### src/rtl/cond_logic_pkg.sv
// rtl/cond_logic_pkg.sv - condition codes and flag bit indices shared by cond_logic
package cond_logic_pkg;

  localparam logic [3:0] COND_EQ = 4'b0000;
  localparam logic [3:0] COND_NE = 4'b0001;
  localparam logic [3:0] COND_CS = 4'b0010;
  localparam logic [3:0] COND_CC = 4'b0011;
  localparam logic [3:0] COND_MI = 4'b0100;
  localparam logic [3:0] COND_PL = 4'b0101;
  localparam logic [3:0] COND_VS = 4'b0110;
  localparam logic [3:0] COND_VC = 4'b0111;
  localparam logic [3:0] COND_HI = 4'b1000;
  localparam logic [3:0] COND_LS = 4'b1001;
  localparam logic [3:0] COND_GE = 4'b1010;
  localparam logic [3:0] COND_LT = 4'b1011;
  localparam logic [3:0] COND_GT = 4'b1100;
  localparam logic [3:0] COND_LE = 4'b1101;
  localparam logic [3:0] COND_AL = 4'b1110;

  localparam int FLAG_N = 3;
  localparam int FLAG_Z = 2;
  localparam int FLAG_C = 1;
  localparam int FLAG_V = 0;

  localparam int FW_NZ = 1;
  localparam int FW_CV = 0;

endpackage

### src/rtl/cond_check.sv
// rtl/cond_check.sv - combinational ARM condition-field decode against stored flags
module cond_check
  import cond_logic_pkg::*;
(
  input  logic [3:0] cond,
  input  logic [3:0] flags,
  output logic       condex_c
);

  logic n, z, c, v;

  assign n = flags[FLAG_N];
  assign z = flags[FLAG_Z];
  assign c = flags[FLAG_C];
  assign v = flags[FLAG_V];

  always_comb begin
    condex_c = 1'b0;
    case (cond)
      COND_EQ: condex_c = z;
      COND_NE: condex_c = ~z;
      COND_CS: condex_c = c;
      COND_CC: condex_c = ~c;
      COND_MI: condex_c = n;
      COND_PL: condex_c = ~n;
      COND_VS: condex_c = v;
      COND_VC: condex_c = ~v;
      COND_HI: condex_c = ~z & c;
      COND_LS: condex_c = z | ~c;
      COND_GE: condex_c = ~(n ^ v);
      COND_LT: condex_c = n ^ v;
      COND_GT: condex_c = ~z & ~(n ^ v);
      COND_LE: condex_c = z | (n ^ v);
      COND_AL: condex_c = 1'b1;
      // 1111 is the never-execute slot
      default: condex_c = 1'b0;
    endcase
  end

endmodule

### src/rtl/cond_logic.sv
// rtl/cond_logic.sv - flag register, registered condition pass and write-enable gating
module cond_logic
  import cond_logic_pkg::*;
(
  input  logic       clk,
  input  logic       reset,
  input  logic [3:0] cond,
  input  logic [3:0] aluflags,
  input  logic [1:0] flagw,
  input  logic       pcs,
  input  logic       regw,
  input  logic       memw,
  input  logic       nextpc,
  output logic       pcwrite,
  output logic       regwrite,
  output logic       memwrite,
  output logic [3:0] flags,
  output logic       condex
);

  logic [3:0] flags_q;
  logic       condex_q;
  logic       condex_c;

  // Decode uses the stored flags, so a same-cycle flag write is seen next cycle.
  cond_check u_cond_check (
    .cond     (cond),
    .flags    (flags_q),
    .condex_c (condex_c)
  );

  always_ff @(posedge clk) begin
    if (reset) begin
      flags_q  <= 4'b0000;
      condex_q <= 1'b0;
    end else begin
      if (flagw[FW_NZ] && condex_c)
        flags_q[FLAG_N:FLAG_Z] <= aluflags[FLAG_N:FLAG_Z];
      if (flagw[FW_CV] && condex_c)
        flags_q[FLAG_C:FLAG_V] <= aluflags[FLAG_C:FLAG_V];
      condex_q <= condex_c;
    end
  end

  assign flags    = flags_q;
  assign condex   = condex_q;
  assign regwrite = regw & condex_q;
  assign memwrite = memw & condex_q;
  assign pcwrite  = (pcs & condex_q) | nextpc;

endmodule
### config.mk
export PLATFORM = sky130hd
export DESIGN_NAME = cond_logic
export DESIGN_NICKNAME = d
export VERILOG_FILES = /design/src/rtl/cond_logic_pkg.sv /design/src/rtl/cond_check.sv /design/src/rtl/cond_logic.sv
export SDC_FILE = /design/constraint.sdc
export NUM_CORES = 1
export LEC_CHECK = 0
export BUFFER_PORTS_ARGS = -buffer_cell sky130_fd_sc_hd__buf_2
export CAP_MARGIN = 30
export CORE_MARGIN = 5
export CORE_UTILIZATION = 30
export DETAILED_ROUTE_END_ITERATION = 10
export GPL_ROUTABILITY_DRIVEN = 1
export SYNTH_ARGS = -nofsm -noshare
export SYNTH_HDL_FRONTEND = slang
export SYNTH_SLANG_ARGS = --single-unit
### constraint.sdc
create_clock -name clk -period 2.01 [get_ports clk]
set_input_delay 0 -clock clk [delete_from_list [all_inputs] [get_ports clk]]
set_output_delay 0 -clock clk [all_outputs]
set_load 0.02 [all_outputs]
==> run summary <==
In the synthesized netlist, the number of instances is 48. The number of synthesized flops with an enable pin was 0. Class of the tightest hold or removal check: in -> reg.

The post-detailed-route count of antenna-violating nets came out at 0. The buffer count from post-CTS setup fixing came out at 0. For this run, the total global-route usage over all layers was measured as 10.6%.

At the end of the flow, the number of nets in the layout was 91. The most used flip-flop cell after synthesis is dfxtp_1. STA classifies the critical path endpoint as a register. The logs give 1 for the number of H-tree levels and 0 for the initial antenna violation count. After detailed routing, the number of remaining DRC violations is 0. The start of the worst register-to-register path is flags[2]$_SDFFE_PP0P_. The worst setup path is of the reg -> reg kind.

The vertical die dimension works out to 47.5 um. 24 I/O pins were placed. In this run the deepest clock path goes through 2 buffers. For this run the aggregate overflow at the end of global routing stands at 0.

The signal on the critical path passes through nor4bb_1 > a221oi_2 > a311oi_2 > o31ai_1 > mux2i_1. Dividing the detail-routed via count by the number of cells gives 5.11. For this design, the CTS-stage hold fixing added 0 buffers. Tracing the worst setup path back leads to its startpoint at flags[2]$_SDFFE_PP0P_. The slew at the pin closest to its max-slew limit works out to 461 ps.

IR analysis of the VDD net gives a maximum drop of 0.000351 V. The tools report the accumulated negative setup slack as 0 ps. On the critical path, the stage with the largest delay is an instance of o31ai_1. Averaged over all synthesized cells, the footprint is 8.78 um2.

The region available for standard cell placement spans 1320 um2. The post-route netlist has 37.8% of its cells at a drive strength greater than 1. The logs give 32.0% for the starting density of the core and 5 for the detailed router's first-iteration violation count. The placer congestion estimate is 0.889, and the row count is 13. The tools report the leakage power of the design as 0.289 nW. For the worst setup path, the data required time is 2180 ps.

0 antenna diodes ended up in the layout. The element type at the critical path start was a register. The run gives 4 as the number of detailed-route iterations in the first pass. Mapped cell area: 422 um2. The clock transition at the registers of the reported paths is 40 ps.

After synthesis, the cell types taking the most area are dfxtp_1 (24%), mux2i_1 (14%), nand2b_1 (8.9%). Setup repair after global routing left no endpoint under its margin. For the number of clock sinks, the log shows 5.

The count of cells in the finished layout, fillers not included, comes to 89. CTS placed an instance of clkbuf_4 at the clock tree root. In this run, synthesis produced a sequential element count of 5. The logs give 69.0% for the normalized max-slew margin and 564 MHz for the achievable clock frequency. The total number of vias was 455; the die boundary width was 47.5 um. The number of failing setup endpoints in the final timing report was 0. During synthesis, Yosys emitted a total of 0 warnings. The run finished with clean final reports. The clock network latency to the later pin of the worst-skew pair came out at 240 ps. For the max-slew violation count, the log shows 0. The synthesized design devotes to its leading area cell type 23.7% of total area. The power density of the placed cells is 581 nW/um2, and the total CTS buffers is 3. The run gives 23.7% as the part of the Yosys area used for sequential elements.

The fraction of the cycle the final worst path needs is 88.2%, and the unique cell type count in the Yosys netlist is 27. The area overhead of the layout relative to synthesis was 36.8%; the wire length per cell after detailed routing was 12.3 um. Detailed-route wire length: 1090 um. The final hold violation count is 0, and the maximum number of pins on one net before global-route repair is 10.

The number of global-route vias before repair was 415; the final critical delay including setup and external delays was 1770 ps. Including well taps, the total number of placed cells is 85. The number of I/O port buffers works out to 23.

The tools report the die area as 2260 um2. In this run the most critical hold path is launched from reset. TritonCTS built the clock tree.

Summed over all instances, the cell type with the most area after synthesis is dfxtp_1. Of all flip-flops after synthesis, the portion carrying an async set or reset was 0%. Max-cap violations in this run came to 0.

The worst-case clock skew was 0.555 ps; the highest cell delay on the worst timing path was 470 ps. The number of cells upsized or downsized after cts was 0. Data arrives at the worst endpoint at 1940 ps. The number of nets in the synthesized netlist is 64. The first global-routing pass estimated 1640 um of wire.

Of all nets on the critical path, the largest fanout is 7.
==> sequential cells by signal, summed over array words and instances, names as in the netlist <==
| signal | cells |
|---|---|
| condex | 1 |
| flags | 4 |
==> worst max-delay path, delay by kind of cell, from the launching register on <==
| kind | cells | cell delay (ps) |
|---|---|---|
| multiplexers | 1 | 220 |
| AO/OA/AOI/OAI | 3 | 930 |
| flip-flops | 1 | 440 |
| AND/OR/NAND/NOR | 1 | 120 |
==> per-stage QoR <==
stage          total power [W]  util, %  setup slack (ps)  hold WS [ps]  instance area (um2)
2_1_floorplan         0.000185        -               280          72.4                  422
3_3_place_gp          0.000224     41.8               254           263                  551
3_5_place_dp          0.000226     41.8               227           257                  551
4_1_cts               0.000344     43.8               214          2.58                  577
5_1_grt               0.000360     43.8              10.8          18.7                  577
6_report              0.000335     43.8               236          1.35                  577
==> cell usage in the layout, fill, tap and decap left out, types with 2 or more instances in the layout <==
cell	count
and2_1	3
buf_2	23
o31ai_1	2
clkbuf_4	3
or2b_1	2
nor2_1	2
nand2b_1	6
inv_1	2
mux2i_1	6
dfxtp_1	5
xnor2_1	2
==> per-layer routing <==
metal	GRT usage (%)	vias to the layer above	share of wire, %
met5	0	-	0
li1	-	230	-
met1	12.8	206	42
met3	1.13	2	9.2
met2	15.5	17	47
met4	11.0	0	0.82
==> final timing paths <==
path	to	slack (ps)	cells past startpoint
worst min-delay path	condex$_SDFF_PP0_	1	2
worst min register to register	flags[1]$_SDFFE_PP0P_	540	2
worst max-delay path	flags[3]$_SDFFE_PP0P_	240	5
worst max register to register	flags[3]$_SDFFE_PP0P_	240	5
==> layout make-up <==
type / count / area (um2)
multi-input combinational: 40 / 309
inverter: 2 / 7.51
sequential: 5 / 100
fill: 149 / 741
tap: 15 / 18.8
clock buffer: 4 / 26.3
timing repair buffer: 23 / 115
==> where the power goes <==
| group | internal [W] | leakage, nW | total [W] | switching (W) |
|---|---|---|---|---|
| clock | 0.0000748 | 0.0150 | 0.000112 | 0.0000376 |
| combinational | 0.0000493 | 0.233 | 0.000106 | 0.0000563 |
| sequential | 0.000107 | 0.0409 | 0.000117 | 0.00000990 |
| total | 0.000232 | 0.289 | 0.000335 | 0.000104 |
==> cells in the mapped netlist (2+ instances only) <==
| cell | n |
|---|---|
| or2b_1 | 2 |
| nand2b_1 | 6 |
| dfxtp_1 | 5 |
| o31ai_1 | 2 |
| and2_1 | 3 |
| nor2_1 | 2 |
| xnor2_1 | 2 |
| mux2i_1 | 6 |
| inv_1 | 2 |
==> cells by family (layout without fill, tap and decap cells) <==
group                     after synthesis  after routing  synth area share (%)
DFF                                     5              5                  23.7
and+or+nand+nor                        23             23                  34.4
muxes                                   6              6                  14.2
xor gates and xnor gates                3              3                  6.23
buffers and inverters                   3             29                  2.97
AOI/OAI and AO/OA                       8              8                  18.4
Note: power is estimated with default switching activity, not from simulation.
